===== config.mk =====
export PLATFORM = sky130hd
export DESIGN_NAME = fetch_unit
export DESIGN_NICKNAME = d
export VERILOG_FILES = /design/src/rtl/fetch_unit.sv
export SDC_FILE = /design/constraint.sdc
export NUM_CORES = 1
export LEC_CHECK = 0
export BUFFER_PORTS_ARGS = -buffer_cell sky130_fd_sc_hd__buf_2
export CAP_MARGIN = 20
export CORE_ASPECT_RATIO = 1.2
export CORE_MARGIN = 2
export CORE_UTILIZATION = 50
export DETAILED_ROUTE_END_ITERATION = 10
export PLACE_DENSITY = 0.74
export SYNTH_ARGS = -nofsm -noshare
export SYNTH_HDL_FRONTEND = slang
export SYNTH_SLANG_ARGS = --single-unit
export TNS_END_PERCENT = 10

===== constraint.sdc =====
create_clock -name clk -period 13.72 [get_ports clk]
set_input_delay 0.686 -clock clk [delete_from_list [all_inputs] [get_ports clk]]
set_output_delay 0.686 -clock clk [all_outputs]
set_load 0.02 [all_outputs]

===== src/rtl/fetch_unit.sv =====
// rtl/fetch_unit.sv - instruction fetch stage with PC, one-deep memory pipe and 2-entry output queue
module fetch_unit #(
    parameter int              XLEN     = 32,
    parameter logic [XLEN-1:0] RESET_PC = '0,
    parameter int              DEPTH    = 2
) (
    input  logic            clk,
    input  logic            rst,
    output logic [XLEN-1:0] imem_addr,
    input  logic [XLEN-1:0] imem_rdata,
    input  logic            redirect_valid,
    input  logic [XLEN-1:0] redirect_pc,
    output logic            out_valid,
    input  logic            out_ready,
    output logic [XLEN-1:0] out_instr,
    output logic [XLEN-1:0] out_pc
);

    localparam int CW = $clog2(DEPTH + 1);

    logic [XLEN-1:0] pc_q;
    logic            inflight_q;
    logic [XLEN-1:0] inflight_pc_q;

    logic [XLEN-1:0] q_pc    [DEPTH];
    logic [XLEN-1:0] q_instr [DEPTH];
    logic            rd_ptr_q;
    logic            wr_ptr_q;
    logic [CW-1:0]   count_q;

    logic [XLEN-1:0] target;
    logic            deq;
    logic            push;
    logic [CW:0]     occ_after;
    logic            issue;
    logic            unused_redirect_lsbs;

    assign target               = {redirect_pc[XLEN-1:2], 2'b00};
    assign unused_redirect_lsbs = ^redirect_pc[1:0];

    assign out_valid = (count_q != '0);
    assign out_pc    = q_pc[rd_ptr_q];
    assign out_instr = q_instr[rd_ptr_q];

    assign deq  = out_valid & out_ready;
    assign push = inflight_q & ~redirect_valid;

    // Entries that will still be owed to decode after this cycle's handshake;
    // a new read is only issued if its response is guaranteed a queue slot.
    assign occ_after = (CW+1)'(count_q) + (CW+1)'(inflight_q) - (CW+1)'(deq);
    assign issue     = ~rst & (occ_after < (CW+1)'(DEPTH));

    always_comb begin
        imem_addr = pc_q;
        if (rst) begin
            imem_addr = RESET_PC;
        end else if (redirect_valid) begin
            imem_addr = target;
        end
    end

    always_ff @(posedge clk) begin
        if (rst) begin
            pc_q          <= RESET_PC;
            inflight_q    <= 1'b0;
            inflight_pc_q <= '0;
            rd_ptr_q      <= 1'b0;
            wr_ptr_q      <= 1'b0;
            count_q       <= '0;
            for (int i = 0; i < DEPTH; i++) begin
                q_pc[i]    <= '0;
                q_instr[i] <= '0;
            end
        end else if (redirect_valid) begin
            // Old response and queued work are dropped; the target read goes out now.
            pc_q          <= target + XLEN'(4);
            inflight_q    <= 1'b1;
            inflight_pc_q <= target;
            rd_ptr_q      <= 1'b0;
            wr_ptr_q      <= 1'b0;
            count_q       <= '0;
        end else begin
            if (issue) begin
                pc_q          <= pc_q + XLEN'(4);
                inflight_q    <= 1'b1;
                inflight_pc_q <= pc_q;
            end else begin
                inflight_q <= 1'b0;
            end
            if (push) begin
                q_pc[wr_ptr_q]    <= inflight_pc_q;
                q_instr[wr_ptr_q] <= imem_rdata;
                wr_ptr_q          <= ~wr_ptr_q;
            end
            if (deq) begin
                rd_ptr_q <= ~rd_ptr_q;
            end
            count_q <= count_q + CW'(push) - CW'(deq);
        end
    end

endmodule


==> qor.csv <==
metric,value,unit
status,"complete, no violations",
synth_enable_flop_cells,124,
p_per_area,119,nW/um2
hpwl,13100,um
drt_iter0_drc,480,
fin_skew,0.0110,ns
die_w,130,um
setup_viol,0,
n_antenna_cell,0,
post_cts_buffers,0,
std_cell_rows,55,
drv_slew,0,
numCtsBuffers,17,
pwr-share-clk,37.5,%
num-fill-cells,1647,
grt_max_degree,75,
p_seq_share,50.3,%
yosys_warnings,0,
hold_viol_final,0,
leakagePower,0.00446,uW
clkSlewWorstSetupHoldPaths,0.07,ns
route.detailed.wl_per_inst,15.9,um
cts_hold_buf,0,
use_met1,24.8,%
htree_levels,4,
tns,0,ns
period_minus_slack,3.85,ns
first_pass_iters,5,
num_vias,6915,
ant_nets,0,
synth_area,9480,um2
die_y,155,um
startpoint_type,primary input,
rsz0062_at_grt,false,
wirelength,20500,um
drive_above_1_share,26.9,%
p_int,993,uW
path_class,in2reg,
p_sw,319,uW
yosysUniqueCellTypes,54,
grt_usage,20.1,%
syn_avg_cell_area,10.6,um2
io_buffers,158,
switching_share,24.3,%
timing.final.ws_setup,9.87,ns
drc,0,
cp-end-kind,flop,
cts_resized,0,
p_comb_share,12.2,%
synthToLayoutAreaGrowth,16.4,%
cts_sinks,190,
hp-class,reg2reg,
synth_seq_area_share,53.2,%
vias_per_cell,5.37,
cts_buffer_depth,2,
cts_tree,built,
crit_fanout,74,
fmax,0.260,GHz
fin_crit_sh,28.1,%
insertion_delay,0.42,ns
grt_pass1_wl,31700,um
crit_arrival,4.16,ns
synthCells,890,
initial_core_util,50.6,%
async_flop_share,0,%
fp.coreArea,18700,um2
root_buffer,clkbuf_16,
cap_viol_max_count,0,
crit_required,14.03,ns
use_met3,3.77,%
place_congestion,0.830,
antenna_found_initial,0,
ys_ff_latch,190,
dieArea,20100,um2
pre_cts_ws,9.46,ns
synth-main-ff-cell,edfxtp_1,
relSlewSlack,41.4,%
grt_pass1_vias,6524,
pin_count,165,
grtUsageMet2,35.5,%
nets,1090,
busiest_layer,met2,
worst_slew_pin_slew,0.876,ns
peakVddDrop,85.8,uV
grt-ovfl-total,0,
-- metrics by stage --
step | util, % | std cells | hold slack [ns] | total power (uW) | area [um2]
6_report | 58.9 | 1288 | 0.462 | 1310 | 11000
5_1_grt | 58.9 | 1288 | 0.490 | 1360 | 11000
4_1_cts | 58.9 | 1288 | 0.461 | 1320 | 11000
3_5_place_dp | 55.8 | 1256 | 0.452 | 832 | 10400
3_3_place_gp | 55.8 | 1256 | 0.437 | 827 | 10400
2_1_floorplan | - | 893 | 0.431 | 779 | 9490
-- cells by family (layout without fill, tap and decap cells) --
group                    Yosys count  count (layout)  synth area share, %
AND/OR/NAND/NOR                  379             379                 21.0
flip-flops                       190             190                 53.2
AO/OA/AOI/OAI                    119             119                 7.91
multiplexers                      92              92                 10.6
buffers and inverters             68             207                 3.26
XOR/XNOR                          38              38                 3.51
adder cells (fa/ha/maj)            3               3                0.475
other                              1               4               0.0396
-- placed cells by master (no fill, tap or decap), types with 10 or more instances in the layout --
cell type	count
mux2i_1	27
clkbuf_16	18
nand3b_1	10
buf_2	157
o21ai_0	12
a211oi_1	27
edfxtp_1	124
nand3_1	34
dfxtp_1	65
xnor2_1	27
buf_4	13
nor2_1	83
mux2_2	64
and2_1	128
a21oi_1	49
nand2_1	77
xor2_1	11
-- cells in the mapped netlist, types with 6 or more instances --
| master | n | area share (%) |
|---|---|---|
| nor3_1 | 7 | 0.37 |
| nand3_1 | 34 | 1.8 |
| and2_1 | 128 | 8.5 |
| a21oi_1 | 49 | 2.6 |
| mux2i_1 | 27 | 2.9 |
| dfxtp_1 | 66 | 14 |
| o21ai_0 | 14 | 0.74 |
| buf_1 | 9 | 0.36 |
| nand3b_1 | 10 | 0.79 |
| nand4_1 | 7 | 0.46 |
| nor2_1 | 85 | 3.4 |
| edfxtp_1 | 124 | 39 |
| mux2_2 | 64 | 7.6 |
| buf_2 | 13 | 0.69 |
| xor2_1 | 11 | 1.0 |
| clkbuf_1 | 33 | 1.3 |
| xnor2_1 | 27 | 2.5 |
| a211oi_1 | 27 | 2.1 |
| nand2b_1 | 7 | 0.46 |
| buf_4 | 6 | 0.48 |
| and3_1 | 6 | 0.40 |
| nand2_1 | 77 | 3.1 |
-- power by group through the flow --
stage	Combinational [uW]	Sequential, uW	Clock, uW
floorplan	110	668	0
global placement	157	670	0
detailed placement	159	672	0
CTS	160	660	501
global route	174	664	519
finish	159	660	493
-- flip-flops by register name (all words and copies together) (netlist names), named ones only --
| register | flops |
|---|---|
| q_instr | 64 |
| q_pc | 60 |
| inflight_pc_q | 30 |
| pc_q | 30 |
| count_q | 2 |
| inflight_q | 1 |
| rd_ptr_q | 1 |
| wr_ptr_q | 1 |
-- worst paths after layout --
check,startpoint,endpoint,slack [ns],depth (start not counted)
setup / recovery,redirect_valid,pc_q[30],9.87,10
setup reg to reg,count_q[1],pc_q[28],10.64,10
hold / removal,pc_q[31],pc_q[31],0.46,2
hold reg to reg,pc_q[31],pc_q[31],0.46,2
-- layout make-up --
class                           instances  area [um2]  area share, %
Clock buffer                           26         510           4.63
Clock inverter                          6        81.3          0.737
Timing Repair Buffer                  170         883           8.01
Inverter                                5        18.8          0.170
Multi-Input combinational cell        635        4170           37.8
Sequential cell                       190        5050           45.7
Tap cell                              256         320           2.90
-- worst max-delay path: stages --
cell	delay [ns]
buf_4	0.51
buf_4	0.72
mux2i_1	0.29
inv_1	0.11
ha_1	0.26
a21boi_2	0.48
nand4_2	0.32
nor3b_2	0.31
nand3b_1	0.11
mux2_1	0.32
-- per-layer routing --
| metal | up-vias | routed length (um) |
|---|---|---|
| met4 | 0 | 324 |
| li1 | 3384 | - |
| met1 | 3300 | 8770 |
| met3 | 28 | 1120 |
| met2 | 203 | 10300 |
| met5 | - | 0 |
Note: power is estimated with default switching activity, not from simulation.
